$ cat config.mk
export PLATFORM = sky130hd
export DESIGN_NAME = tt_um_micro_div_njp
export DESIGN_NICKNAME = d
export VERILOG_FILES = /design/src/rtl/micro_div_pkg.sv /design/src/rtl/micro_div_core.sv /design/src/rtl/tt_um_micro_div_njp.sv
export SDC_FILE = /design/constraint.sdc
export NUM_CORES = 1
export LEC_CHECK = 0
export BUFFER_PORTS_ARGS = -buffer_cell sky130_fd_sc_hd__buf_2
export CAP_MARGIN = 10
export CELL_PAD_IN_SITES_DETAIL_PLACEMENT = 1
export CELL_PAD_IN_SITES_GLOBAL_PLACEMENT = 2
export CORE_MARGIN = 10
export CORE_UTILIZATION = 29
export CTS_BUF_LIST = sky130_fd_sc_hd__clkbuf_4 sky130_fd_sc_hd__clkbuf_8 sky130_fd_sc_hd__clkbuf_16
export DETAILED_ROUTE_END_ITERATION = 12
export PLACE_DENSITY = 0.84
export SLEW_MARGIN = 20
export SYNTH_ARGS = -nofsm -noshare
export SYNTH_HDL_FRONTEND = slang
export SYNTH_SLANG_ARGS = --single-unit
export TNS_END_PERCENT = 30
$ cat constraint.sdc
create_clock -name clk -period 1.7 [get_ports clk]
set_input_delay 0 -clock clk [delete_from_list [all_inputs] [get_ports clk]]
set_output_delay 0 -clock clk [all_outputs]
set_load 0.01 [all_outputs]
$ cat src/rtl/micro_div_pkg.sv
// Shared widths, FSM state codes and constants for the micro_div restoring divider tile.
package micro_div_pkg;

  localparam int unsigned DVD_W  = 8;
  localparam int unsigned DVS_W  = 4;
  localparam int unsigned N_ITER = 8;

  localparam logic [7:0] DBZ_QUOT = 8'hFF;

  localparam logic [1:0] IDLE = 2'd0;
  localparam logic [1:0] ITER = 2'd1;
  localparam logic [1:0] DBZ  = 2'd2;
  localparam logic [1:0] DONE = 2'd3;

endpackage

$ cat src/rtl/micro_div_core.sv
// Restoring divider core: start edge detect, FSM, R/Q/D datapath and result registers.
// One quotient bit is resolved per clock; results are published only on entry to DONE.
module micro_div_core #(
  parameter int unsigned DVD_W = micro_div_pkg::DVD_W,
  parameter int unsigned DVS_W = micro_div_pkg::DVS_W
) (
  input  logic             clk,
  input  logic             rst_n,
  input  logic             start,
  input  logic [DVD_W-1:0] dividend,
  input  logic [DVS_W-1:0] divisor,
  output logic [DVD_W-1:0] q_out,
  output logic [DVS_W-1:0] r_out,
  output logic             done,
  output logic             dbz
);
  import micro_div_pkg::*;

  localparam int unsigned CNT_W = $clog2(DVD_W);

  logic [1:0]       state_q;
  logic [1:0]       state_d;
  logic             start_q;
  logic [CNT_W-1:0] cnt_q;
  logic [DVS_W:0]   r_q;
  logic [DVD_W-1:0] q_q;
  logic [DVS_W-1:0] d_q;

  logic             start_rise_c;
  logic             capture_c;
  logic             last_c;
  logic [DVS_W:0]   r_shift_c;
  logic [DVS_W+1:0] trial_c;
  logic             fits_c;
  logic [DVS_W:0]   r_next_c;
  logic [DVD_W-1:0] q_next_c;
  logic             unused_r_msb;

  assign start_rise_c = start & ~start_q;
  assign last_c       = (cnt_q == CNT_W'(DVD_W - 1));

  // Final R is always below D, so the top remainder bit never feeds the next shift.
  assign unused_r_msb = r_q[DVS_W];

  // One restoring step: shift {R,Q} left, subtract D, keep the difference if it did not go negative.
  always_comb begin
    r_shift_c = {r_q[DVS_W-1:0], q_q[DVD_W-1]};
    trial_c   = {1'b0, r_shift_c} - {2'b00, d_q};
    fits_c    = ~trial_c[DVS_W+1];
    r_next_c  = fits_c ? trial_c[DVS_W:0] : r_shift_c;
    q_next_c  = {q_q[DVD_W-2:0], fits_c};
  end

  always_comb begin
    state_d   = state_q;
    capture_c = 1'b0;
    case (state_q)
      IDLE, DONE: begin
        if (start_rise_c) begin
          capture_c = 1'b1;
          state_d   = (divisor == '0) ? DBZ : ITER;
        end
      end
      ITER:    if (last_c) state_d = DONE;
      DBZ:     state_d = DONE;
      default: state_d = IDLE;
    endcase
  end

  always_ff @(posedge clk or negedge rst_n) begin
    if (!rst_n) begin
      state_q <= IDLE;
      start_q <= 1'b0;
    end else begin
      state_q <= state_d;
      start_q <= start;
    end
  end

  always_ff @(posedge clk or negedge rst_n) begin
    if (!rst_n) begin
      cnt_q <= '0;
      r_q   <= '0;
      q_q   <= '0;
      d_q   <= '0;
      q_out <= '0;
      r_out <= '0;
      done  <= 1'b0;
      dbz   <= 1'b0;
    end else if (capture_c) begin
      q_q  <= dividend;
      d_q  <= divisor;
      r_q  <= '0;
      cnt_q <= '0;
      done <= 1'b0;
      dbz  <= 1'b0;
    end else if (state_q == ITER) begin
      r_q   <= r_next_c;
      q_q   <= q_next_c;
      cnt_q <= cnt_q + CNT_W'(1);
      if (last_c) begin
        q_out <= q_next_c;
        r_out <= r_next_c[DVS_W-1:0];
        done  <= 1'b1;
      end
    end else if (state_q == DBZ) begin
      // Q still holds the untouched dividend here.
      q_out <= DVD_W'(DBZ_QUOT);
      r_out <= q_q[DVS_W-1:0];
      dbz   <= 1'b1;
      done  <= 1'b1;
    end
  end

endmodule

$ cat src/rtl/tt_um_micro_div_njp.sv
// TinyTapeout wrapper for the micro_div restoring divider: pin map, rem_sel mux, tie-offs.
// Optional: define MICRO_DIV_START_SYNC_EN to pass start through a 2-flop synchronizer.
module tt_um_micro_div_njp (
  input  logic       clk,
  input  logic       rst_n,
  input  logic       ena,
  input  logic [7:0] ui_in,
  output logic [7:0] uo_out,
  input  logic [7:0] uio_in,
  output logic [7:0] uio_out,
  output logic [7:0] uio_oe
);
  import micro_div_pkg::*;

  logic             start;
  logic [DVD_W-1:0] q_out;
  logic [DVS_W-1:0] r_out;
  logic             done;
  logic             dbz;
  logic             unused_pins;

`ifdef MICRO_DIV_START_SYNC_EN
  logic [1:0] start_sync_q;

  always_ff @(posedge clk or negedge rst_n) begin
    if (!rst_n) start_sync_q <= 2'b00;
    else        start_sync_q <= {start_sync_q[0], uio_in[4]};
  end

  assign start = start_sync_q[1];
`else
  assign start = uio_in[4];
`endif

  micro_div_core #(
    .DVD_W(DVD_W),
    .DVS_W(DVS_W)
  ) u_core (
    .clk      (clk),
    .rst_n    (rst_n),
    .start    (start),
    .dividend (ui_in),
    .divisor  (uio_in[3:0]),
    .q_out    (q_out),
    .r_out    (r_out),
    .done     (done),
    .dbz      (dbz)
  );

  assign uo_out      = uio_in[5] ? {4'b0000, r_out} : q_out;
  assign uio_out     = {dbz, done, 6'b00_0000};
  assign uio_oe      = 8'b1100_0000;
  assign unused_pins = &{1'b0, ena, uio_in[7:6]};

endmodule

==> results.yml, run 1 <==
outcome:
  status: "finished, violations left"
  violations: "negative setup slack"
timing:
  max_slew.worst_pin.slew_ns: 0.809
  worst_clock_skew_ns: 0.00841
  drv_slew: 0
  post-route-min-period_ns: 1.93
  rsz0062_at_grt: "true"
  final-setup-viol-count: 5
  fmax_ghz: 0.519
  slew_headroom_pct: 46.0
  fin_ws_ns: -0.227
  timing.setup.tns_ns: -0.582
  finalHoldViolCount: 0
  period_share_pct: 113
worst_setup_path:
  cp.depth: 7
  crit_path_end_kind: "flop"
  cp-endpoint: "u_core.r_q[2]"
  crit_buf_inv: 2
  cp_top_family: "compound AO/OA/AOI/OAI gates"
  cp_max_fo: 2
  r2r_start: "u_core.q_q[7]"
  crit_arrival_ns: 2.14
  crit_slowest_cell: "dfrtp_1"
  cp_common_cell: "inv_2"
  r2r_slack_ns: -0.23
  cp-startpoint: "u_core.q_q[7]"
  cpPeakStageDelay_ns: 0.39
  crit_required_ns: 1.92
  crit_chain: "inv_2 > ha_4 > inv_2 > fa_2 > a2111o_1 > a221o_1 > a21oi_1"
  critPathLaunchType: "flop"
  r2r_end: "u_core.r_q[2]"
  path_class: "reg -> reg"
  ff2ff_path_depth: 7
global_routing:
  gr-total-overflow: 0
  grt_pass1_wl_um: 8250
  track_usage_pct: 10.1
  grt_start_max_net_pins: 37
  grt_pass1_vias: 1697
  antenna_found_initial: 0
floorplan:
  core-area_mm2: 0.00642
  fp.dieH_um: 102
  die_x_um: 102
  dieArea_mm2: 0.0104
  ioPinCount: 43
  placementRows: 29
  start_util_pct: 30.2
route:
  drt-wirelength-per-cell_um: 15.0
  vias: 1619
  drcViolationCount: 0
  via_per_inst: 4.69
  ant_nets: 0
  drt-total-wl_um: 5170
  drtIter0Drc: 48
  first_pass_iters: 3
cells_and_area:
  final_common_cell: "dfrtp_1"
  flow.area_growth_from_synthesis_pct: 36.5
  final_cell_mix: "dfrtp_1 (36), buf_2 (25), nand2_1 (23), o21ai_0 (23)"
  nFillCells: 739
  fin_nets: 295
  drive_above_1_share_pct: 32.1
  n_antenna_cell: 0
  design_area_mm2: 0.00265
clock_network:
  cts.sinks: 36
  clockBufferDepth: 2
  cts_tree: "built"
  clk_pin_slew_worst_paths_ns: 0.08
  cts_made_buffers: 5
  insertion_delay_ns: 0.29
  cts_root_buffer: "clkbuf_8"
  cts_max_level: 2
placed_design:
  hpwlAfterDp_um: 3640
  place_area_mm2: 0.00221
  port_buffers: 25
  gp_congestion: 0.789
power_and_ir_drop:
  p_switching_w: 0.00223
  leakage_nw: 1.21
  peakVddDrop_mv: 0.630
  seq_power_share_pct: 27.6
  swShare_pct: 40.1
  combPwrFrac_pct: 58.6
  p_int_w: 0.00334
  power_per_cell_area_mw_per_mm2: 2100
  power_frac_clock_pct: 13.7
synthesis:
  avgSynthCellArea_um2: 9.20
  ys_types: 35
  synth.yosys.seq_area_share_pct: 46.4
  synth.cell_area_mm2: 0.00194
  syn-instance-count: 211
  ys_ff_latch: 36
  ys_warn_count: 0
job:
  cap_violations: 0
min_path:
  min_path_type: "in -> async"
[sequential cells by signal (all words and copies together), names as in the netlist]
signal,count
u_core.state_q,2
u_core.r_out,4
u_core.r_q,4
u_core.d_q,4
u_core.done,1
u_core.cnt_q,3
u_core.q_q,8
u_core.dbz,1
u_core.q_out,8
u_core.start_q,1
[routing by layer]
layer	up-vias	GRT usage, %	routed length (um)
li1	789	-	-
met1	796	12.1	2350
met2	27	16.8	2540
met3	7	2.86	215
met4	0	3.96	66
met5	-	0	0
[power by group through the flow]
| stage | sequential (W) | combinational, W | clock (W) |
|---|---|---|---|
| 6_report | 0.00154 | 0.00326 | 0.000764 |
| 5_1_grt | 0.00160 | 0.00361 | 0.000826 |
| 4_1_cts | 0.00152 | 0.00267 | 0.000789 |
| 3_5_place_dp | 0.00153 | 0.00249 | 0 |
| 3_3_place_gp | 0.00151 | 0.00239 | 0 |
| 2_1_floorplan | 0.00144 | 0.00165 | 0 |
[how the worst min path moves through the flow]
| stage | start | end | slack [ns] | cells past startpoint |
|---|---|---|---|---|
| CTS | rst_n | u_core.q_out[4] | 0.37 | 2 |
| finish | rst_n | u_core.q_out[4] | 0.34 | 2 |
| detailed placement | uio_in[4] | u_core.start_q | 0.12 | 1 |
| floorplan | rst_n | u_core.cnt_q[0] | -0.30 | 0 |
| global route | uio_in[4] | u_core.start_q | 0.39 | 2 |
| global placement | uio_in[4] | u_core.start_q | 0.12 | 1 |
[through the flow]
step	util, %	hold WS (ns)	setup slack (ns)	total power (W)	std cells
after floorplan	-	-0.296	-0.110	0.00309	223
after global placement	34.3	0.121	-0.175	0.00390	317
after detailed placement	34.3	0.121	-0.267	0.00401	317
after CTS	38.9	0.369	-0.196	0.00498	342
after global routing	41.2	0.394	-0.299	0.00604	345
final	41.2	0.343	-0.227	0.00557	345
[Yosys cell counts (all sizes together)]
| cell type | count | area share [%] |
|---|---|---|
| mux2 | 2 | 1.2 |
| nand3 | 1 | 0.26 |
| o31ai | 1 | 0.39 |
| and2 | 1 | 0.32 |
| buf | 19 | 6.9 |
| dfrtp | 36 | 46 |
| a221o | 1 | 0.52 |
| o21ai | 27 | 7.0 |
| nor2b | 2 | 0.64 |
| inv | 17 | 3.3 |
| ha | 8 | 5.2 |
| a2111oi | 1 | 0.45 |
| nor2 | 21 | 4.1 |
| a21oi | 10 | 2.6 |
| fa | 1 | 1.0 |
| a31oi | 6 | 1.9 |
| xor2 | 1 | 0.45 |
| a2111o | 1 | 0.58 |
| clkbuf | 6 | 1.2 |
| o22ai | 1 | 0.32 |
| nand2 | 23 | 4.4 |
| a21o | 1 | 0.39 |
| or4 | 2 | 0.77 |
| nand2b | 4 | 2.1 |
| nor3 | 4 | 1.3 |
| conb | 2 | 0.39 |
| o32ai | 1 | 0.45 |
| mux2i | 10 | 5.2 |
| xnor2 | 1 | 0.45 |
[cell families (layout without fill, tap and decap cells)]
family	after synthesis	in the layout	share of synthesized area [%]
flip-flops	36	36	46.4
AO/OA/AOI/OAI	50	50	14.6
other	2	14	0.387
buffers and inverters	42	87	11.3
adder cells (fa/ha/maj)	9	9	6.19
XOR/XNOR	2	2	0.903
multiplexers	12	12	6.32
AND/OR/NAND/NOR	58	58	13.9
[layout make-up]
cell class	instances	area (um^2)	share of cell area, %
well taps	77	96.3	3.64
clock inverters	2	35.0	1.32
flip-flops and latches	36	901	34.0
repair buffers	62	467	17.6
inverters	17	63.8	2.41
clock buffers	6	76.3	2.88
multi-input cells	145	1010	38.1
[what timing repair did]
item / CTS / global route
resized for setup: 6 / 27
setup endpoints to repair: 8 / 17
hold endpoints to repair: 49 / 0
pin swaps: 1 / 3
hold buffers: 14 / 0
buffers inserted: 3 / 3
Power figures use the tool's default switching activity.
==> run 2: changes to the inputs <==
Settings changed: CORE_UTILIZATION 29 to 32, PLACE_DENSITY 0.84 to 0.87.
Clock period 1.7 ns to 1.9 ns, I/O delays scaled along.
==> run 2 against run 1 <==
  * The run still ends with negative setup slack left
  * Final area is 9.2% lower
  * Wire length fell by 4.2%
  * Critical path depth unchanged
  * Utilization down 0.63 points
  * Fmax down 0.55%
  * Non-clock buffer count decreased by 12
  * Highest routed layer unchanged
==> results.yml, run 2 (synthesis results as in run 1) <==
outcome:
  status: "finished, violations left"
  violations: "negative setup slack"
global_routing:
  gr-total-overflow: 0
  antenna_found_initial: 0
  grt_pass1_wl_um: 8250
  grt_pass1_vias: 1684
  grt_start_max_net_pins: 37
  track_usage_pct: 10.2
floorplan:
  dieArea_mm2: 0.00958
  placementRows: 28
  core-area_mm2: 0.00592
  start_util_pct: 32.8
  ioPinCount: 43
  fp.dieH_um: 97.9
  die_x_um: 97.9
cells_and_area:
  n_antenna_cell: 0
  nFillCells: 722
  final_cell_mix: "dfrtp_1 (35), o21ai_0 (25), buf_2 (25)"
  regArea_um2: 902
  fin_nets: 283
  flow.area_growth_from_synthesis_pct: 23.9
  layout.cells.non_filler: 331
  top_regs: "u_core.q_out: 8 flops, u_core.q_q: 8 flops"
  final_common_cell: "dfrtp_1"
  multi_input_area_um2: 892
  design_area_mm2: 0.00240
  drive_above_1_share_pct: 22.7
power_and_ir_drop:
  leakage_nw: 1.13
  p_total_w: 0.00416
  power_frac_clock_pct: 13.7
  swShare_pct: 42.0
  seq_power_share_pct: 32.8
  p_int_w: 0.00241
  combPwrFrac_pct: 53.5
  p_switching_w: 0.00175
  peakVddDrop_mv: 0.555
  power_per_cell_area_mw_per_mm2: 1730
placed_design:
  gp_congestion: 0.819
  place_area_mm2: 0.00211
  port_buffers: 25
  dp_cells: 305
  hpwlAfterDp_um: 3500
  pre_cts_slack_ns: -0.140
clock_network:
  cts_tree: "built"
  cts_root_buffer: "clkbuf_8"
  cts_made_buffers: 5
  cts_max_level: 2
  clk_pin_slew_worst_paths_ns: 0.07
  cts.sinks: 36
  clockBufferDepth: 2
  insertion_delay_ns: 0.29
timing:
  hold_ws_ns: 0.344
  final-setup-viol-count: 2
  slew_headroom_pct: 45.3
  drv_slew: 0
  fmax_ghz: 0.516
  post-route-min-period_ns: 1.94
  rsz0062_at_grt: "true"
  finalHoldViolCount: 0
  period_share_pct: 102
  worst_clock_skew_ns: 0.00333
  max_slew.worst_pin.slew_ns: 0.821
  fin_ws_ns: -0.0373
worst_setup_path:
  ff2ff_path_depth: 7
  path_class: "reg -> reg"
  crit_path_end_kind: "flop"
  crit_arrival_ns: 2.15
  cp_max_fo: 2
  crit_required_ns: 2.11
  r2r_slack_ns: -0.04
  critPathLaunchType: "flop"
route:
  drcViolationCount: 0
  first_pass_iters: 4
  drt-total-wl_um: 4950
  vias: 1567
  drt-wirelength-per-cell_um: 15.0
  drtIter0Drc: 59
  via_per_inst: 4.73
  ant_nets: 0
min_path:
  min_path_type: "in -> async"
job:
  cap_violations: 0
## run 2: changes by cell type in the layout (fill, tap and decap cells not counted), sizes merged
cell / delta
buf: -12
clkinv: +1
bufinv: -1
## run 2: through the flow
step / utilization [%] / TNS [ns]
after floorplan: - / 0
after global placement: 35.7 / -0.0502
after detailed placement: 35.7 / -0.265
after CTS: 40.1 / -0.0897
after global routing: 40.6 / -0.288
final: 40.6 / -0.0708
## run 2: area by class of cell
class / count / share of cell area (%)
multi-input cells: 145 / 37.1
inverters: 17 / 2.65
repair buffers: 50 / 15.0
clock inverters: 2 / 0.416
flip-flops and latches: 36 / 37.5
well taps: 75 / 3.90
clock buffers: 6 / 3.43
## run 2: what timing repair did
item	in CTS	in global routing
gates resized for setup	5	6
gates cloned	0	0
setup endpoints to repair	2	7
endpoints found under the hold margin	49	0
buffers inserted	2	2
hold buffers	14	0
pin swaps	4	3
## run 2: power groups by stage
stage	registers, W	logic, W	clock network, W
after floorplan	0.00129	0.00147	0
after global placement	0.00135	0.00193	0
after detailed placement	0.00137	0.00201	0
after CTS	0.00136	0.00211	0.000587
after global routing	0.00142	0.00250	0.000621
final	0.00137	0.00223	0.000569
## run 2: path summary, 6_finish.rpt
| kind | from | end |
|---|---|---|
| worst max register to register | u_core.q_q[7] | u_core.r_out[2] |
| worst max-delay path | u_core.q_q[7] | u_core.r_out[2] |
| min in group clk | uio_in[4] | u_core.start_q |
| worst min register to register | u_core.done | u_core.done |
| max in group asynchronous | rst_n | u_core.r_q[0] |
| worst min-delay path | rst_n | u_core.q_q[6] |
## run 2: critical path, stage by stage (launching register included)
cell      delay (ns)
dfrtp_1         0.42
inv_2           0.09
ha_4            0.13
inv_2           0.04
fa_2            0.35
a2111o_1        0.37
a221o_1         0.35
a31oi_1         0.13
## run 2: layer usage
metal	vias up	share of wire, %	routed length [um]	track usage (%)
met5	-	0	0	0
met4	0	1.7	82	4.70
met3	6	3.7	182	2.18
met2	24	49	2420	17.3
met1	769	46	2270	12.0
li1	768	-	-	-
==> run 3: changes to the inputs <==
Settings changed: CORE_MARGIN 10 to 3.
==> run 3 against run 2 <==
  * The flow still finishes with violations (negative setup slack)
  * Worst hold slack worse by 0.016 ns
  * Total power up 3.6%
  * Via count shrank 0.38%
  * Wire length shrank 4.2%
  * Non-clock buffer count fell by 1
==> results.yml, run 3 (synthesis results as in run 1) <==
worst_setup_path:
  crit_path_end_kind: "flop"
  r2r_slack_ns: -0.04
  critPathLaunchType: "flop"
  path_class: "reg -> reg"
  r2r_start: "u_core.q_q[7]"
  cp_max_fo: 2
  crit_required_ns: 2.12
  r2r_end: "u_core.r_out[2]"
  ff2ff_path_depth: 7
  crit_arrival_ns: 2.16
clock_network:
  cts_max_level: 2
  clk_pin_slew_worst_paths_ns: 0.08
  cts_root_buffer: "clkbuf_8"
  clockBufferDepth: 2
  insertion_delay_ns: 0.29
  cts.sinks: 36
  cts_tree: "built"
  cts_made_buffers: 5
timing:
  slew_headroom_pct: 46.7
  drv_slew: 0
  finalHoldViolCount: 0
  period_share_pct: 102
  worst_clock_skew_ns: 0.00867
  fmax_ghz: 0.516
  final-setup-viol-count: 2
  rsz0062_at_grt: "true"
  max_slew.worst_pin.slew_ns: 0.800
  post-route-min-period_ns: 1.94
  fin_ws_ns: -0.0371
placed_design:
  hpwlAfterDp_um: 3300
  dp_cells: 304
  place_area_mm2: 0.00212
  port_buffers: 25
  gp_congestion: 0.795
route:
  drt-wirelength-per-cell_um: 14.5
  first_pass_iters: 4
  drcViolationCount: 0
  via_per_inst: 4.77
  drtIter0Drc: 62
  drt-total-wl_um: 4750
  vias: 1561
  ant_nets: 0
floorplan:
  dieArea_mm2: 0.00704
  fp.dieH_um: 83.9
  start_util_pct: 34.2
  placementRows: 27
  die_x_um: 83.9
  core-area_mm2: 0.00568
  ioPinCount: 43
global_routing:
  grt_start_max_net_pins: 37
  grt_pass1_wl_um: 8160
  antenna_found_initial: 0
  track_usage_pct: 14.6
  grt_pass1_vias: 1624
  gr-total-overflow: 0
min_path:
  min_path_type: "in -> async"
cells_and_area:
  final_common_cell: "dfrtp_1"
  final_cell_mix: "dfrtp_1 (35), o21ai_0 (26), buf_2 (25)"
  fin_nets: 282
  flow.area_growth_from_synthesis_pct: 25.3
  design_area_mm2: 0.00243
  layout.cells.non_filler: 327
  top_regs: "u_core.q_out: 8 flops, u_core.q_q: 8 flops"
  drive_above_1_share_pct: 22.4
  n_antenna_cell: 0
outcome:
  status: "finished, violations left"
  violations: "negative setup slack"
job:
  cap_violations: 0
power_and_ir_drop:
  peakVddDrop_mv: 0.604
  leakage_nw: 1.15
  power_per_cell_area_mw_per_mm2: 1770
==> run 3: cell count changes in the layout (fill, tap and decap cells not counted), sizes merged <==
| cell | delta |
|---|---|
| clkinv | -2 |
| bufinv | +1 |
| clkbuf | +1 |
| buf | -1 |
==> run 3: area by class of cell <==
type | instances | area, um^2
fillers | 672 | 3240
flip-flops and latches | 36 | 902
multi-input cells | 145 | 897
repair buffers | 49 | 353
clock buffers | 7 | 96.3
well taps | 72 | 90.1
inverters | 17 | 63.8
clock inverters | 1 | 30.0
==> run 3: worst max-delay path, stage by stage, from the launching register on <==
cell and delay (ns):
dfrtp_1 0.39, inv_2 0.08, ha_4 0.13, inv_2 0.04
fa_2 0.35, a2111o_1 0.37, a221o_1 0.36, a31oi_1 0.14
==> run 3: per-layer routing <==
| layer | vias up | GRT usage, % | share of wire, % | routed length, um |
|---|---|---|---|---|
| li1 | 761 | - | - | - |
| met1 | 758 | 18.0 | 44 | 2090 |
| met2 | 34 | 24.4 | 50 | 2390 |
| met3 | 8 | 3.46 | 3.7 | 177 |
| met4 | 0 | 5.70 | 1.9 | 91 |
| met5 | - | 0 | 0 | 0 |
==> run 3: worst max path at each step <==
stage               cells after the start  slack [ns]     startpoint               to
global placement                        7       -0.02  u_core.q_q[7]    u_core.r_q[2]
global route                            7        -0.1  u_core.q_q[7]  u_core.r_out[2]
finish                                  7       -0.04  u_core.q_q[7]  u_core.r_out[2]
CTS                                     9       -0.04  u_core.q_q[7]  u_core.r_out[2]
detailed placement                      7       -0.11  u_core.q_q[7]  u_core.r_out[2]
floorplan                               7        0.01  u_core.q_q[7]    u_core.r_q[2]
==> run 3: timing repair <==
action | CTS | global route
setup endpoints to repair | 2 | 6
hold buffers | 14 | 0
hold endpoints to repair | 49 | 0
setup buffers | 0 | 1
gates resized for setup | 4 | 6
pin swaps | 3 | 3
==> run 3: report_power, final <==
part	internal (W)	leakage (nW)	switching (W)
Combinational	0.000987	0.655	0.00121
Clock	0.000463	0.0645	0.000285
Sequential	0.00113	0.426	0.000239
Total	0.00258	1.15	0.00173
==> run 3: metrics by stage <==
stage | util [%] | TNS, ns | setup WS (ns) | hold WS, ns | total power, W
after floorplan | - | 0 | 0.0135 | -0.296 | 0.00276
after global placement | 37.4 | -0.0406 | -0.0242 | 0.124 | 0.00330
after detailed placement | 37.4 | -0.201 | -0.106 | 0.127 | 0.00341
after CTS | 42.4 | -0.0356 | -0.0356 | 0.349 | 0.00425
after global routing | 42.9 | -0.209 | -0.0974 | 0.374 | 0.00471
final | 42.9 | -0.0401 | -0.0371 | 0.328 | 0.00431
